$ cat src/rtl/reconf_ctrl.sv
// Partial-reconfiguration controller: quiesces a region, isolates it while a bitstream
// loads, then releases it and reports the newly active module ID.
module reconf_ctrl #(
  parameter int unsigned TIMEOUT = 1024,
  parameter int unsigned CNT_W   = 16
) (
  input  logic             clk,
  input  logic             rstn,
  input  logic             start,
  input  logic [1:0]       target_rrid,
  input  logic [CNT_W-1:0] cfg_len,
  output logic             rc_reqn,
  input  logic             rc_ackn,
  output logic             is_reconfn,
  output logic             busy,
  output logic             done,
  output logic             err,
  output logic [1:0]       active_rrid
);

  localparam int unsigned TW = (TIMEOUT > 1) ? $clog2(TIMEOUT) : 1;
  localparam logic [TW-1:0] TMax = TW'(TIMEOUT - 1);

  typedef enum logic [1:0] {StIdle, StReq, StLoad, StRelease} state_e;

  state_e           state_q, state_d;
  logic [TW-1:0]    tcnt_q, tcnt_d;
  logic [CNT_W-1:0] lcnt_q, lcnt_d;
  logic [CNT_W-1:0] len_q, len_d;
  logic [1:0]       rrid_q, rrid_d;
  logic [1:0]       active_q, active_d;
  logic             done_d, err_d;
  logic             rc_reqn_q, is_reconfn_q, busy_q, done_q, err_q;

  always_comb begin
    state_d  = state_q;
    tcnt_d   = tcnt_q;
    lcnt_d   = lcnt_q;
    len_d    = len_q;
    rrid_d   = rrid_q;
    active_d = active_q;
    done_d   = 1'b0;
    err_d    = 1'b0;
    case (state_q)
      StIdle: begin
        if (start) begin
          rrid_d  = target_rrid;
          len_d   = cfg_len;
          tcnt_d  = '0;
          state_d = StReq;
        end
      end
      StReq: begin
        // An acknowledge arriving on the expiry cycle still wins.
        if (!rc_ackn) begin
          lcnt_d  = (len_q == '0) ? CNT_W'(1) : len_q;
          state_d = StLoad;
        end else if (tcnt_q == TMax) begin
          err_d   = 1'b1;
          state_d = StIdle;
        end else begin
          tcnt_d = tcnt_q + 1'b1;
        end
      end
      StLoad: begin
        if (lcnt_q <= CNT_W'(1)) begin
          state_d = StRelease;
        end else begin
          lcnt_d = lcnt_q - 1'b1;
        end
      end
      StRelease: begin
        if (rc_ackn) begin
          done_d   = 1'b1;
          active_d = rrid_q;
          state_d  = StIdle;
        end
      end
      default: state_d = StIdle;
    endcase
  end

  // Outputs are decoded from the next state so they change on the same edge as the state.
  always_ff @(posedge clk or negedge rstn) begin
    if (!rstn) begin
      state_q      <= StIdle;
      tcnt_q       <= '0;
      lcnt_q       <= '0;
      len_q        <= '0;
      rrid_q       <= '0;
      active_q     <= '0;
      rc_reqn_q    <= 1'b1;
      is_reconfn_q <= 1'b1;
      busy_q       <= 1'b0;
      done_q       <= 1'b0;
      err_q        <= 1'b0;
    end else begin
      state_q      <= state_d;
      tcnt_q       <= tcnt_d;
      lcnt_q       <= lcnt_d;
      len_q        <= len_d;
      rrid_q       <= rrid_d;
      active_q     <= active_d;
      rc_reqn_q    <= !((state_d == StReq) || (state_d == StLoad));
      is_reconfn_q <= (state_d != StLoad);
      busy_q       <= (state_d != StIdle);
      done_q       <= done_d;
      err_q        <= err_d;
    end
  end

  assign rc_reqn     = rc_reqn_q;
  assign is_reconfn  = is_reconfn_q;
  assign busy        = busy_q;
  assign done        = done_q;
  assign err         = err_q;
  assign active_rrid = active_q;

endmodule

$ cat config.mk
export PLATFORM = sky130hd
export DESIGN_NAME = reconf_ctrl
export DESIGN_NICKNAME = d
export VERILOG_FILES = /design/src/rtl/reconf_ctrl.sv
export SDC_FILE = /design/constraint.sdc
export NUM_CORES = 1
export LEC_CHECK = 0
export ABC_AREA = 0
export CAP_MARGIN = 40
export CORE_UTILIZATION = 58
export CTS_BUF_LIST = sky130_fd_sc_hd__clkbuf_8
export DETAILED_ROUTE_END_ITERATION = 16
export GPL_TIMING_DRIVEN = 0
export PLACE_DENSITY = 0.9
export SLEW_MARGIN = 30
export SYNTH_ARGS = -nofsm -noshare
export SYNTH_HDL_FRONTEND = slang
export SYNTH_SLANG_ARGS = --single-unit
export TNS_END_PERCENT = 50
$ cat constraint.sdc
create_clock -name clk -period 2.3 [get_ports clk]
set_input_delay 0.46 -clock clk [delete_from_list [all_inputs] [get_ports clk]]
set_output_delay 0.46 -clock clk [all_outputs]
set_load 0.005 [all_outputs]
==> flow_metrics.tcl, run 1 <==
set metrics [dict create \
    grt_setup_unrepaired "no" \
    cts_num_sinks 53 \
    wire_per_inst_um 17.8 \
    grtUsageTotal_pct 26.3 \
    ys_warn_count 0 \
    fin_crit_ns 2.17 \
    clockBufferDepth 2 \
    max_freq_mhz 460 \
    final_hold_viol_count 5 \
    area_growth_pct 18.8 \
    min_period_over_period_pct 94.6 \
    hp-class "in2async" \
    seq_area_frac_synth_pct 49.9 \
    postCtsResizedCells 0 \
    port_buffers 27 \
    yosysMostFrequentCell "dfrtp_1" \
    synth_commonest_cells "dfrtp_1, nand2_1, mux2_2" \
    async_flop_share_pct 100 \
    seq_area_um2 1330 \
    wirelength_mm 6.09 \
    fin_nets 317 \
    synth_flop_cell "dfrtp_1" \
    avgSynthCellArea_um2 10.5 \
    drtIter0Drc 282 \
    core_area_um2 4380 \
    worstPathMaxFanout 7 \
    timing.max_slew.rel_slack_pct 66.9 \
    end_kind "flop" \
    vias_per_cell 6.39 \
    cts-htree-levels 2 \
    dpl_cell_area_um2 3020 \
    clkLatencyLatePin_ns 0.31 \
    diodes 0 \
    peakVddDrop_uv 847 \
    leakage_uw 0.00133 \
    antenna_found_initial 0 \
    fill_cells 314 \
    dieArea_um2 4870 \
    dp_hpwl_mm 4.22 \
    path_clk_slew_ns 0.10 \
    synth-seq-cells 53 \
    multi_input_area_um2 1250 \
    vias 2192 \
    fin_area_um2 3170 \
    boundaryPins 29 \
    holdBufCountCts 0 \
    post_cts_buffers 0 \
    synth_cells 255 \
    synth_top_area_share_pct 47.9 \
    cts-root-buf "clkbuf_8" \
    die_y_um 69.8 \
    cp_data_arrival_time_ns 2.43 \
    dr.pass1.iters 8 \
    synth-edff-count 0 \
    setup_violations 0 \
    yosys-top-cells-area "dfrtp_1, mux2_2, nand2_1" \
    dpl.cell_count 335 \
    grt.overflow.total 0 \
    cts_tree "done" \
    grt_max_degree 39 \
    slew_viol_final 0 \
    grt_pass1_vias 2075 \
    finClkSkew_ns 0.00744 \
    syn-num-nets 282 \
    violations "negative hold slack" \
    start_util_pct 60.8 \
    powerDensity_nw_per_um2 1270 \
    cp.required_ns 2.55 \
    netlist_area_um2 2670 \
    yosysTopAreaCell "dfrtp_1" \
    grt_pass1_wl_mm 9.94 \
    worstMarginPinSlew_ns 0.492 \
    fp-row-count 24 \
    place_congestion 0.927 \
    hold_ws_ns -0.00755 \
    critPathLaunchType "flop" \
    synthDistinctLibCells 51 \
    crit_type "reg2reg" \
    drive_above_1_share_pct 15.5 \
    ant_nets 0 \
    stdcell_count 343 \
    die_w_um 69.8 \
    cts_buffers 5 \
    drc_errors 0 \
    maxCapViolCount 0 \
    status "complete, but fails checks" \
]
-- registers in the layout, summed over array words and instances, names as in the netlist, 2 cells and up --
register and cells:
lcnt_q 16, len_q 16, tcnt_q 10, active_rrid 2, rrid_q 2, state_q 2
-- area by class of cell --
class	instances	area share [%]
sequential	53	42.0
multi-input combinational	180	39.6
timing repair buffer	28	9.09
clock buffer	5	2.17
clock inverter	3	2.06
tap	52	2.06
buffer	12	1.82
inverter	10	1.19
-- cell usage in the layout (no fill, tap or decap), drive strengths merged, types with 10 or more instances in the layout --
| master | Yosys | layout |
|---|---|---|
| clkbuf | 6 | 11 |
| nand3 | 12 | 12 |
| inv | 10 | 10 |
| dfrtp | 51 | 51 |
| mux2 | 20 | 20 |
| clkdlybuf4s50 | 0 | 26 |
| nor2 | 19 | 19 |
| nand2 | 23 | 23 |
| a21oi | 11 | 11 |
-- kinds of logic (layout without fill, tap and decap cells) --
group	after synthesis	in the layout	synth area share, %
xor gates and xnor gates	11	11	3.62
AOI/OAI and AO/OA	45	45	12.3
muxes	21	21	8.83
DFF	53	53	49.9
buffers and inverters	22	58	3.57
adders and majority gates	5	5	2.35
and+or+nand+nor	98	98	19.5
-- where the power goes --
group          total (µW)  switching [µW]  internal [µW]
logic                1560             817            747
registers            1710             375           1330
clock network         740             308            432
total                4010            1500           2510
-- metal layers --
| layer | share of wire, % | GRT usage [%] |
|---|---|---|
| met3 | 6.0 | 4.51 |
| met2 | 47 | 40.9 |
| met5 | 0 | 0 |
| met4 | 3.2 | 12.2 |
| met1 | 44 | 36.1 |
-- metrics by stage --
| stage | total power [µW] | setup TNS [ns] | hold WS, ns | utilization [%] | worst slack [ns] |
|---|---|---|---|---|---|
| after global routing | 4230 | 0 | 0.00573 | 72.2 | 0.0419 |
| after CTS | 3970 | 0 | 0.00407 | 71.9 | 0.0804 |
| after detailed placement | 3210 | 0 | 0.336 | 68.8 | 0.0204 |
| after floorplan | 2710 | 0 | 0.164 | - | 0.431 |
| final | 4010 | 0 | -0.00755 | 72.2 | 0.125 |
| after global placement | 3130 | -38.34 | 0.491 | 68.4 | -0.747 |
-- final timing paths --
path | from | end | slack, ns | depth (start not counted)
setup / recovery | lcnt_q[2] | rc_reqn | 0.13 | 8
hold / removal | rstn | lcnt_q[12] | -0.008 | 1
setup reg to reg | lcnt_q[2] | rc_reqn | 0.13 | 8
hold reg to reg | len_q[0] | len_q[0] | 0.52 | 1
max in group asynchronous | rstn | tcnt_q[9] | 1.85 | 2
min in group clk | rc_ackn | err | 0.45 | 3
-- worst max-delay path, cell delays in order, from the launching register on --
cell and delay (ns):
dfrtp_1 0.37, clkbuf_1 0.20, nor4_2 0.37, o2111ai_2 0.26, nor2_1 0.22, a211oi_1 0.12, a31o_2 0.25, ha_1 0.29
inv_1 0.05
Note: power is estimated with default switching activity, not from simulation.
==> run 2: changes to the inputs <==
Settings changed: ABC_CLOCK_PERIOD_IN_PS from default to 2300.
==> results of run 2 <==
Final layout, timing and power as in run 1 (identical DEF).
==> run 3: changes to the inputs <==
Settings changed: CTS_CLUSTER_DIAMETER from default to 200.
==> results of run 3 <==
Final layout, timing and power as in run 1 (identical DEF).
